==> src/rtl/disp_rdmaster_if.sv <==
// -----------------------------------------------------------------------------
// disp_rdmaster_if
// AXI4 read-address / read-data subset used by the display read master.
//   ARADDR  [31:0]  read address             (master -> slave)
//   ARLEN   [7:0]   burst length minus one   (master -> slave)
//   ARVALID         read address valid       (master -> slave)
//   ARREADY         read address ready       (slave  -> master)
//   RLAST           last beat of burst       (slave  -> master)
//   RVALID          read data valid          (slave  -> master)
//   RREADY          read data ready          (master -> slave)
// -----------------------------------------------------------------------------
interface disp_rdmaster_if;
    logic [31:0] ARADDR;
    logic [7:0]  ARLEN;
    logic        ARVALID;
    logic        ARREADY;
    logic        RLAST;
    logic        RVALID;
    logic        RREADY;

    modport master (
        output ARADDR, ARLEN, ARVALID, RREADY,
        input  ARREADY, RLAST, RVALID
    );

    modport slave (
        input  ARADDR, ARLEN, ARVALID, RREADY,
        output ARREADY, RLAST, RVALID
    );
endinterface

==> src/rtl/disp_rdmaster.sv <==
// -----------------------------------------------------------------------------
// disp_rdmaster
// AXI4 read master that fetches one display frame from VRAM per start event
// and streams it into the downstream pixel FIFO. Several bursts may be in
// flight (up to MAX_OUTSTANDING); the frame base is latched at start.
//
// Ports
//   ACLK       clock, all logic on the rising edge
//   ARST       synchronous active-high reset
//   axi        AXI read port (master modport of disp_rdmaster_if)
//   AXISTART   frame start request from another clock domain (rising edge)
//   DISPON     display enable, qualifies the start
//   DISPADDR   frame base offset [26:0], sampled at an accepted start
//   FIFOREADY  FIFO can take one more burst
//   BUSY       high whenever a frame fetch is in progress
//   FRAMEDONE  one-cycle pulse after the last burst of a frame completed
//   OVERRUN    sticky start-while-busy flag
//
// Optional feature: define DISP_OVERRUN_EN to build the overrun detector.
// Without it OVERRUN is constant 0 and fetch behaviour is unchanged.
// -----------------------------------------------------------------------------
module disp_rdmaster #(
    parameter int         H_PIXELS        = 640,
    parameter int         V_LINES         = 480,
    parameter int         BYTES_PER_PIXEL = 2,
    parameter int         BURST_BEATS     = 8,
    parameter int         BEAT_BYTES      = 8,
    parameter int         MAX_OUTSTANDING = 2,
    parameter logic [4:0] ADDR_HI         = 5'b10001
) (
    input  logic                  ACLK,
    input  logic                  ARST,
    disp_rdmaster_if.master       axi,
    input  logic                  AXISTART,
    input  logic                  DISPON,
    input  logic [26:0]           DISPADDR,
    input  logic                  FIFOREADY,
    output logic                  BUSY,
    output logic                  FRAMEDONE,
    output logic                  OVERRUN
);

    localparam longint FRAME_BYTES = longint'(H_PIXELS) * longint'(V_LINES)
                                     * longint'(BYTES_PER_PIXEL);
    localparam longint BURST_BYTES = longint'(BURST_BEATS) * longint'(BEAT_BYTES);
    localparam int     OUTST_W     = $clog2(MAX_OUTSTANDING + 1);

    localparam logic [26:0]        FRAME_END = 27'(FRAME_BYTES);
    localparam logic [26:0]        BURST_INC = 27'(BURST_BYTES);
    localparam logic [7:0]         ARLEN_C   = 8'(BURST_BEATS - 1);
    localparam logic [OUTST_W-1:0] MAX_OUT   = OUTST_W'(MAX_OUTSTANDING);

    // Parameter sanity: bad geometry must stop elaboration.
    generate
        if (BURST_BEATS < 1 || BURST_BEATS > 256) begin : g_bad_beats
            $error("disp_rdmaster: BURST_BEATS must be 1..256");
        end
        if (MAX_OUTSTANDING < 1 || MAX_OUTSTANDING > 15) begin : g_bad_outst
            $error("disp_rdmaster: MAX_OUTSTANDING must be 1..15");
        end
        if (BEAT_BYTES < 1) begin : g_bad_beat_bytes
            $error("disp_rdmaster: BEAT_BYTES must be positive");
        end
        else if (FRAME_BYTES <= 0 || FRAME_BYTES >= (64'sd1 << 27)
                 || (FRAME_BYTES % BURST_BYTES) != 0) begin : g_bad_frame
            $error("disp_rdmaster: frame size must be a nonzero multiple of the burst size below 2^27");
        end
    endgenerate

    typedef enum logic [1:0] {
        S_HALT,
        S_WAIT,
        S_ADDR,
        S_DRAIN
    } state_t;

    state_t               state_reg, state_next;
    logic [2:0]           ff_reg;
    logic [26:0]          addrcnt_reg, addrcnt_next;
    logic [26:0]          base_reg, base_next;
    logic [OUTST_W-1:0]   outst_reg, outst_next;
    logic                 framedone_reg, framedone_next;

    logic dispstart;
    logic ar_hs;
    logic r_dec;
    logic issued_all;

    // ff_reg[0] is the metastability catcher; the edge is detected on [2:1].
    assign dispstart  = DISPON && (ff_reg[2:1] == 2'b01);
    assign ar_hs      = (state_reg == S_ADDR) && axi.ARREADY;
    // A last beat with nothing outstanding (e.g. left over from a reset
    // mid-frame) is swallowed so the counter cannot underflow.
    assign r_dec      = axi.RVALID && axi.RLAST && (outst_reg != '0);
    assign issued_all = (addrcnt_reg == FRAME_END);

    always_ff @(posedge ACLK) begin
        if (ARST) begin
            state_reg     <= S_HALT;
            ff_reg        <= 3'b000;
            addrcnt_reg   <= '0;
            base_reg      <= '0;
            outst_reg     <= '0;
            framedone_reg <= 1'b0;
        end else begin
            state_reg     <= state_next;
            ff_reg        <= {ff_reg[1:0], AXISTART};
            addrcnt_reg   <= addrcnt_next;
            base_reg      <= base_next;
            outst_reg     <= outst_next;
            framedone_reg <= framedone_next;
        end
    end

    always_comb begin
        state_next     = state_reg;
        addrcnt_next   = addrcnt_reg;
        base_next      = base_reg;
        outst_next     = outst_reg;
        framedone_next = 1'b0;

        if (ar_hs) begin
            addrcnt_next = addrcnt_reg + BURST_INC;
        end

        // Issue and completion in the same cycle cancel out.
        if (ar_hs && !r_dec) begin
            outst_next = outst_reg + 1'b1;
        end else if (r_dec && !ar_hs) begin
            outst_next = outst_reg - 1'b1;
        end

        case (state_reg)
            S_HALT: begin
                if (dispstart) begin
                    state_next   = S_WAIT;
                    addrcnt_next = '0;
                    outst_next   = '0;
                    base_next    = DISPADDR;
                end
            end
            S_WAIT: begin
                if (issued_all) begin
                    state_next = S_DRAIN;
                end else if (FIFOREADY && (outst_reg < MAX_OUT)) begin
                    state_next = S_ADDR;
                end
            end
            S_ADDR: begin
                // Once raised, ARVALID is held regardless of FIFOREADY.
                if (axi.ARREADY) begin
                    state_next = S_WAIT;
                end
            end
            S_DRAIN: begin
                // Look at the next count so the final RLAST ends the frame
                // without an extra idle cycle.
                if (outst_next == '0) begin
                    state_next     = S_HALT;
                    framedone_next = 1'b1;
                end
            end
            default: begin
                state_next = S_HALT;
            end
        endcase
    end

    assign axi.ARVALID = (state_reg == S_ADDR);
    assign axi.ARADDR  = {ADDR_HI, base_reg + addrcnt_reg};
    assign axi.ARLEN   = ARLEN_C;
    assign axi.RREADY  = axi.RVALID;

    assign BUSY      = (state_reg != S_HALT);
    assign FRAMEDONE = framedone_reg;

`ifdef DISP_OVERRUN_EN
    logic overrun_reg;

    always_ff @(posedge ACLK) begin
        if (ARST) begin
            overrun_reg <= 1'b0;
        end else if (dispstart && (state_reg != S_HALT)) begin
            overrun_reg <= 1'b1;
        end
    end

    assign OVERRUN = overrun_reg;
`else
    assign OVERRUN = 1'b0;
`endif

endmodule

==> src/flat_wrapper.sv <==
// flat-port wrapper written by rule: the top's interface ports become plain ports
module disp_rdmaster_flat 
#(
    parameter int         H_PIXELS        = 640,
    parameter int         V_LINES         = 480,
    parameter int         BYTES_PER_PIXEL = 2,
    parameter int         BURST_BEATS     = 8,
    parameter int         BEAT_BYTES      = 8,
    parameter int         MAX_OUTSTANDING = 2,
    parameter logic [4:0] ADDR_HI         = 5'b10001
)
  (ACLK, ARST, AXISTART, DISPON, DISPADDR, FIFOREADY, BUSY, FRAMEDONE, OVERRUN, axi_ARADDR, axi_ARLEN, axi_ARVALID, axi_RREADY, axi_ARREADY, axi_RLAST, axi_RVALID);
  disp_rdmaster_if axi_i ();
  input  logic ACLK;
  input  logic ARST;
  input  logic AXISTART;
  input  logic DISPON;
  input  logic [26:0] DISPADDR;
  input  logic FIFOREADY;
  output logic BUSY;
  output logic FRAMEDONE;
  output logic OVERRUN;
  output wire logic [$bits(axi_i.ARADDR)-1:0] axi_ARADDR;
  output wire logic [$bits(axi_i.ARLEN)-1:0] axi_ARLEN;
  output wire logic [$bits(axi_i.ARVALID)-1:0] axi_ARVALID;
  output wire logic [$bits(axi_i.RREADY)-1:0] axi_RREADY;
  input wire logic [$bits(axi_i.ARREADY)-1:0] axi_ARREADY;
  input wire logic [$bits(axi_i.RLAST)-1:0] axi_RLAST;
  input wire logic [$bits(axi_i.RVALID)-1:0] axi_RVALID;
  assign axi_ARADDR = axi_i.ARADDR;
  assign axi_ARLEN = axi_i.ARLEN;
  assign axi_ARVALID = axi_i.ARVALID;
  assign axi_RREADY = axi_i.RREADY;
  assign axi_i.ARREADY = axi_ARREADY;
  assign axi_i.RLAST = axi_RLAST;
  assign axi_i.RVALID = axi_RVALID;
  disp_rdmaster #(.H_PIXELS(H_PIXELS), .V_LINES(V_LINES), .BYTES_PER_PIXEL(BYTES_PER_PIXEL), .BURST_BEATS(BURST_BEATS), .BEAT_BYTES(BEAT_BYTES), .MAX_OUTSTANDING(MAX_OUTSTANDING), .ADDR_HI(ADDR_HI)) u_core (.ACLK(ACLK), .ARST(ARST), .axi(axi_i), .AXISTART(AXISTART), .DISPON(DISPON), .DISPADDR(DISPADDR), .FIFOREADY(FIFOREADY), .BUSY(BUSY), .FRAMEDONE(FRAMEDONE), .OVERRUN(OVERRUN));
endmodule
==> config.mk <==
export PLATFORM = sky130hd
export DESIGN_NAME = disp_rdmaster_flat
export DESIGN_NICKNAME = d
export VERILOG_FILES = /design/src/rtl/disp_rdmaster_if.sv /design/src/rtl/disp_rdmaster.sv /design/src/flat_wrapper.sv
export SDC_FILE = /design/constraint.sdc
export NUM_CORES = 1
export LEC_CHECK = 0
export BUFFER_PORTS_ARGS = -buffer_cell sky130_fd_sc_hd__buf_2
export CORE_MARGIN = 8
export CORE_UTILIZATION = 45
export DETAILED_ROUTE_END_ITERATION = 10
export GPL_TIMING_DRIVEN = 0
export PLACE_DENSITY = 0.69
export SYNTH_ARGS = -nofsm -noshare
export SYNTH_HDL_FRONTEND = slang
export SYNTH_SLANG_ARGS = --single-unit
==> constraint.sdc <==
create_clock -name ACLK -period 3.05 [get_ports ACLK]
set_clock_uncertainty 0.15 [all_clocks]
set_input_delay 0.915 -clock ACLK [delete_from_list [all_inputs] [get_ports ACLK]]
set_output_delay 0.915 -clock ACLK [all_outputs]
set_load 0.005 [all_outputs]
Yosys cells after proc, flatten, opt, wreduce, memory -nomap -nowiden --
Index checks and enable logic that the tools add are counted.
Word-level totals: register bits 62, latch bits 0, RAM bits 0, bits in read-only memories 0, input bits 35, output and inout port bits 45, logic and storage cells 51, memories kept 0
Cells by class: add/subtract/negate cells 4, $mul 0, divide/modulo/power cells 0, order comparisons 1, eq/ne operators 9, shift operators 0, multiplexer cells 14, bitwise logic cells 1, reduce and logical (&&, ||, !) cells 16
Operator list (count):
- $mux W27 | 3
- $add A27 B27 Y27 | 1
- $add A27 B7 Y27 const B | 1
- $eq A27 B20 Y1 const B | 1
- $mux W2 | 9
- $pmux W2 S4 | 1
- $logic_and A1 B1 Y1 | 7
- $ne A2 B1 Y1 const B | 3
- $eq A2 B1 Y1 const B | 2
- $eq A2 B2 Y1 const B | 2
- $logic_not A2 Y1 | 2
- $reduce_and A4 Y1 | 1
- $reduce_bool A2 Y1 | 2
- $ne A3 B1 Y1 const B | 1
- $add A2 B1 Y2 const B | 1
- $logic_not A1 Y1 | 2
- $lt A2 B2 Y1 const B | 1
- $reduce_and A2 Y1 | 1
- $reduce_or A2 Y1 | 1
- $sub A2 B1 Y2 const B | 1
- $mux W1 | 1
- $not A1 Y1 | 1

Logic depth before layout (Yosys ltp) --
Gate-level depths: netlist of the first run.
depth after elaboration 9, depth in mapped cells 8

Worst setup path before layout of the first run --
OpenSTA, ideal clock, no wires.
path kind flip-flop to output port, from reg u_core.addrcnt_reg[11], to out axi_ARADDR[19], arrival time 1.841 ns, data required time 1.985 ns, slack 0.144 ns, cell stages (with the launch flop) 8, path through dfxtp_1 > ha_1 > a211oi_1 > o211ai_2 > a31oi_4 > o21ai_2 > a31oi_1 > xnor2_1
Between the ends: longest elaborated chain between the ends 1
RTL lines:
- from (decl) | line disp_rdmaster.sv:79 | logic [26:0] addrcnt_reg, addrcnt_next;
- from (signal assigned) | line disp_rdmaster.sv:108 | addrcnt_reg <= addrcnt_next;
- $add A27 B27 Y27 | line disp_rdmaster.sv:170 | assign axi.ARADDR = {ADDR_HI, base_reg + addrcnt_reg};
- to (decl) | line flat_wrapper.sv:23 | output wire logic [$bits(axi_i.ARADDR)-1:0] axi_ARADDR;
No other way between the ends.

Final worst setup path of the first run --
from reg u_core.addrcnt_reg[7], to out axi_ARADDR[20]
Same word-level chain as after synthesis.

==> results of run 1 <==
## kinds of logic (layout without fill, tap and decap cells)
family	Yosys count	count (layout)	synth area share [%]
other	2	14	0.222
xor gates and xnor gates	39	39	10.1
and+or+nand+nor	159	159	24.3
adders and majority gates	23	23	8.49
DFF	56	56	33.1
buffers and inverters	44	131	7.31
AOI/OAI and AO/OA	84	84	16.5
## worst paths after layout
check	end	slack, ps	cells after the start
hold reg to reg	u_core.base_reg[0]$_SDFFE_PP0P_	310	2
setup reg to reg	u_core.base_reg[23]$_SDFFE_PP0P_	1070	5
setup / recovery	axi_ARADDR[20]	-330	8
hold / removal	u_core.base_reg[0]$_SDFFE_PP0P_	310	2
## synth_stat cells (3+ instances only)
library cell	n	share of area (%)
nand2_1	69	7.6
dfxtp_1	56	33
a21oi_1	42	6.2
nor2_1	33	3.7
ha_1	23	8.5
xor2_1	20	5.2
xnor2_1	19	4.9
buf_4	18	4.0
clkbuf_1	11	1.2
a21o_1	9	2.0
nand3_1	9	1.3
inv_1	8	0.89
o21ai_0	8	1.2
buf_2	6	0.89
nor2b_1	6	1.1
nand4_1	5	0.92
a211oi_1	4	0.89
nand2b_1	4	0.74
nor2_2	3	0.55
## power groups by stage
stage | clock [mW] | sequential (mW) | combinational [mW]
global route | 0.476 | 0.758 | 0.185
global placement | 0 | 0.775 | 0.153
detailed placement | 0 | 0.776 | 0.158
finish | 0.430 | 0.754 | 0.166
floorplan | 0 | 0.773 | 0.104
CTS | 0.446 | 0.758 | 0.162
## final cells by class
| type | count | area [sq um] |
|---|---|---|
| inverters | 8 | 30.0 |
| flip-flops and latches | 56 | 1160 |
| clock buffers | 5 | 68.8 |
| well taps | 99 | 124 |
| multi-input cells | 319 | 2340 |
| clock inverters | 3 | 27.5 |
| fillers | 642 | 2880 |
| plain buffers | 34 | 210 |
| repair buffers | 81 | 453 |
## worst reg2reg max path: stages, from the launching register on
cell	delay, ps
dfxtp_1	400
or2_2	350
nor2_2	450
buf_2	330
nand2_1	90
a21oi_1	140
## per-stage QoR
step           cells  worst slack (ps)  TNS (ps)
3_3_place_gp     583              -208      -941
5_1_grt          605              -407     -4040
4_1_cts          598              -326     -2750
6_report         605              -331     -2760
2_1_floorplan    419               144         0
3_5_place_dp     583              -269     -1420
## cell usage in the layout, fill, tap and decap left out, drive strengths merged, types with 2 or more instances in the layout
cell type and instances:
inv 9, and2 3, nand3 11, and3 2, o211ai 3, nand2b 5
and4 4, a41oi 4, xor2 20, a31oi 3, a211oi 6, nor2 36
and3b 2, xnor2 19, o21ai 11, or2 2, nand2 69, nor4 3
ha 23, nor2b 6, conb 14, clkbuf 14, nand4 6, nor3 3
dfxtp 56, buf 106, a21o 9, nand3b 2, a21oi 43
## routing by layer
layer,wire (um),track usage [%]
met1,3730,18.9
met2,4050,27.6
met3,581,3.92
met4,110,5.34
met5,0,0
## timing repair
item	CTS	global route
resized for setup	38	28
buffers inserted	9	8
pin swaps	17	21
endpoints found under the setup margin	16	15
hold endpoints to repair	0	0
==> impl_metrics.yaml, run 1 <==
synth:
  synth_warnings: 0
  synthDistinctLibCells: 61
  synth_edf_count: 0
  synth_seq_area_share_pct: 33.1
  ys.flop_type: "dfxtp_1"
  syn_inst: 407
  netlist_area_sq_mm: 0.00339
  synth_seq_cells: 56
  synth-async-reset-ratio_pct: 0
  synth_area_per_cell_sq_um: 8.32
drt:
  first_pass_iters: 4
  post_drt_wl_per_cell_um: 14.0
  postRouteAntennaNets: 0
  totalWireLength_mm: 8.47
  drc_errors: 0
  vias: 3051
  drt_iter0_markers: 102
  viasPerCell: 5.04
sta:
  fin_crit_sh_pct: 111
  setup-violations-final: 14
  rsz0062_at_grt: "yes"
  tightest_slew_ps: 589
  setup_slack_ps: -331
  slew_headroom_pct: 60.7
  fmax_ghz: 0.296
  drv_slew: 0
  hold_violations: 0
  hold_ws_ps: 311
  min_period_ps: 3380
placement:
  numPortBuffers: 65
  place_hpwl_mm: 6.16
  routabilityCongestion: 0.835
  placed_area_sq_mm: 0.00388
setup_path:
  worstPathArrival_ps: 2320
  crit_type: "register to output port"
  path_delay_family: "compound AO/OA/AOI/OAI gates"
  critical_path.cell_chain: "ha_4, a211oi_4, buf_4, o211ai_4, a41oi_2, or3b_1, o311a_1, buf_2"
  rr_startpoint: "u_core.state_reg[0]$_SDFFE_PP0P_"
  critPathMaxFanout: 4
  endpoint_kind: "output port"
  crit_path_top_delay_cell: "or3b_1"
  required_ps: 1980
  crit_start: "u_core.addrcnt_reg[7]$_SDFF_PP0_"
  path_buf_inv: 2
  slowest_delay_ps: 390
  cp-start-kind: "register"
global_routing:
  grt_pass1_vias: 3014
  antenna_found_initial: 0
  overflow: 0
  grt_max_degree: 20
  grt_pass1_wl_mm: 13.5
  grt_usage_pct: 16.0
pwr:
  seqPwrFrac_pct: 55.8
  peakVddDrop_mv: 0.233
  fin_total_pwr_mw: 1.35
  swShare_pct: 26.8
  p_clk_share_pct: 31.9
  p_int_mw: 0.990
  powerDensity_mw_per_mm2: 306
  total_leakage_power_nw: 1.94
  p_comb_share_pct: 12.3
  p_switching_mw: 0.361
cts:
  cts_hold_buf: 0
  cts-root-buf: "clkbuf_8"
  htreeDepth: 2
  clockBufferDepth: 2
  clock_sinks: 56
  clk_transition_reported_paths_ps: 110
  clkLatencyLatePin_ps: 320
  tritoncts: "yes"
  cts_made_buffers: 5
die:
  io-pin-count: 80
  start_util_pct: 46.5
  chipWidth_um: 103
  rows: 31
  fp.dieH_um: 103
  die-area_sq_mm: 0.0106
  core_area_sq_mm: 0.00729
min_path:
  hold_start: "u_core.base_reg[0]$_SDFFE_PP0P_"
  worstHoldPathType: "register to register"
final_layout:
  largest_register_ffs: 27
  finalNetCount: 563
  fin_area_sq_mm: 0.00441
  final_util_pct: 60.5
  drive_gt1_share_pct: 36.0
  antenna_cells: 0
  synthToLayoutAreaGrowth_pct: 30.2
outcome:
  status: "complete, but fails checks"
  violations: "negative setup slack"
run:
  cap_violations: 0
Power figures use the tool's default switching activity.
==> run 2, diff against run 1 <==
Settings changed: CELL_PAD_IN_SITES_DETAIL_PLACEMENT set to 1, CELL_PAD_IN_SITES_GLOBAL_PLACEMENT set to 1, CORE_UTILIZATION 45 to 43, PLACE_DENSITY 0.69 to unset, PLACE_DENSITY_LB_ADDON set to 0.1.
Clock period 3.05 ns to 4 ns, I/O delays scaled along.
==> run 2 against run 1 <==
The flow now finishes without violations. Non-clock buffer count shrank 14. Critical path type unchanged. Routed wire length grew 3.0%. Hold slack lost 15 ps. Worst setup slack gained 430 ps. Critical path depth grew 1. First-iteration DRC count shrank 4.9%. Largest power group unchanged. Total power shrank 21%. Cell area shrank 9.3%. Die area grew 3.9%.
==> impl_metrics.yaml, run 2 (synthesis gave the netlist of run 1 again) <==
outcome:
  status: "complete, no violations"
final_layout:
  largest_register_ffs: 27
  antenna_cells: 0
  drive_gt1_share_pct: 25.3
  final_common_cell: "buf_2"
  fin_cells: 592
  final_cell_mix: "71 x buf_2, 69 x nand2_1, 54 x dfxtp_1"
  finalNetCount: 549
  synthToLayoutAreaGrowth_pct: 18.1
  fillers: 980
drt:
  vias: 3024
  first_pass_iters: 4
  post_drt_wl_per_cell_um: 14.7
  postRouteAntennaNets: 0
  drt_iter0_markers: 97
  drc_errors: 0
  viasPerCell: 5.11
  totalWireLength_mm: 8.72
min_path:
  worstHoldPathType: "register to register"
  hold_start: "u_core.ff_reg[0]$_SDFF_PP0_"
global_routing:
  grt_pass1_vias: 3099
  grt_max_degree: 16
  grt_usage_pct: 15.6
  overflow: 0
  grt_pass1_wl_mm: 14.6
  antenna_found_initial: 0
setup_path:
  path_delay_family: "compound AO/OA/AOI/OAI gates"
  crit_top_cell: "a21o_1"
  crit_type: "register to output port"
  path_buf_inv: 2
  slowest_delay_ps: 460
  critPathMaxFanout: 8
  crit_path_top_delay_cell: "dfxtp_1"
  rr_startpoint: "u_core.state_reg[0]$_SDFFE_PP0P_"
  critical_path.cell_chain: "ha_1, clkbuf_1, a21o_1, a21o_1, a211oi_1, o31a_1, o211ai_1, and2_1, buf_2"
  endpoint_kind: "output port"
  crit_start: "u_core.addrcnt_reg[18]$_SDFF_PP0_"
  worstPathArrival_ps: 2550
  cp-start-kind: "register"
  required_ps: 2650
sta:
  min_period_ps: 3900
  hold_violations: 0
  slew_headroom_pct: 58.9
  fin_tns_setup_ps: 0
  fin_crit_sh_pct: 97.4
  hold_ws_ps: 296
  drv_slew: 0
  setup-violations-final: 0
  fmax_ghz: 0.257
  tightest_slew_ps: 617
  rsz0062_at_grt: "yes"
cts:
  clockBufferDepth: 2
  cts_made_buffers: 5
  cts.repair.resized: 0
  cts-root-buf: "clkbuf_8"
  cts_hold_buf: 0
  clkLatencyLatePin_ps: 310
  tritoncts: "yes"
  htreeDepth: 2
  cts_setup_buffers: 0
  clk_transition_reported_paths_ps: 100
  clock_sinks: 56
pwr:
  p_clk_share_pct: 33.6
  p_switching_mw: 0.254
  peakVddDrop_mv: 0.141
  swShare_pct: 23.9
  total_leakage_power_nw: 1.86
  powerDensity_mw_per_mm2: 265
  seqPwrFrac_pct: 54.6
  p_comb_share_pct: 11.8
  p_int_mw: 0.807
  fin_total_pwr_mw: 1.06
placement:
  place_hpwl_mm: 7.05
  place_inst: 586
  routabilityCongestion: 0.818
  numPortBuffers: 65
die:
  chipWidth_um: 105
  rows: 32
  die-area_sq_mm: 0.0110
  core_area_sq_mm: 0.00769
  io-pin-count: 80
  start_util_pct: 44.1
  fp.dieH_um: 105
run:
  cap_violations: 0
run 2: area by class of cell:
cell class | instances | area, sq um | area share (%)
buffer | 36 | 218 | 5.44
clock buffer | 5 | 68.8 | 1.72
clock inverter | 1 | 30.0 | 0.751
inverter | 8 | 30.0 | 0.751
multi-input combinational | 319 | 2080 | 51.9
sequential | 56 | 1120 | 28.1
tap | 102 | 128 | 3.19
timing repair buffer | 65 | 325 | 8.13
run 2: worst reg2reg max path: stages, from the launching register on:
cell,delay (ps)
dfxtp_1,390
or2_2,360
nor2_2,410
buf_2,320
nand2_1,100
a21oi_1,120
run 2: path summary, 6_finish.rpt:
check | end | slack [ps] | depth (start not counted)
max | axi_ARADDR[25] | 100 | 9
max reg2reg | u_core.base_reg[18]$_SDFFE_PP0P_ | 2080 | 5
min | u_core.ff_reg[1]$_SDFF_PP0_ | 300 | 1
min reg2reg | u_core.ff_reg[1]$_SDFF_PP0_ | 300 | 1
run 2: per-stage QoR:
| step | area (sq um) | util, % | setup WS [ps] |
|---|---|---|---|
| 2_1_floorplan | 3430 | - | 809 |
| 6_report | 4000 | 52.0 | 104 |
| 3_5_place_dp | 3890 | 50.6 | 406 |
| 5_1_grt | 4000 | 52.0 | 1.58 |
| 4_1_cts | 3990 | 51.8 | 63.2 |
| 3_3_place_gp | 3890 | 50.6 | 457 |
run 2: power by group through the flow:
| stage | clock, mW | sequential [mW] | combinational, mW |
|---|---|---|---|
| floorplan | 0 | 0.590 | 0.0792 |
| global placement | 0 | 0.592 | 0.118 |
| detailed placement | 0 | 0.592 | 0.125 |
| CTS | 0.371 | 0.580 | 0.126 |
| global route | 0.390 | 0.582 | 0.139 |
| finish | 0.357 | 0.579 | 0.125 |
run 2: metal layers:
layer | global-route usage (%) | up-vias | part of all wire (%)
li1 | - | 1526 | -
met1 | 18.0 | 1427 | 45
met2 | 28.0 | 63 | 49
met3 | 4.24 | 8 | 5.3
met4 | 3.47 | 0 | 0.93
met5 | 0 | - | 0
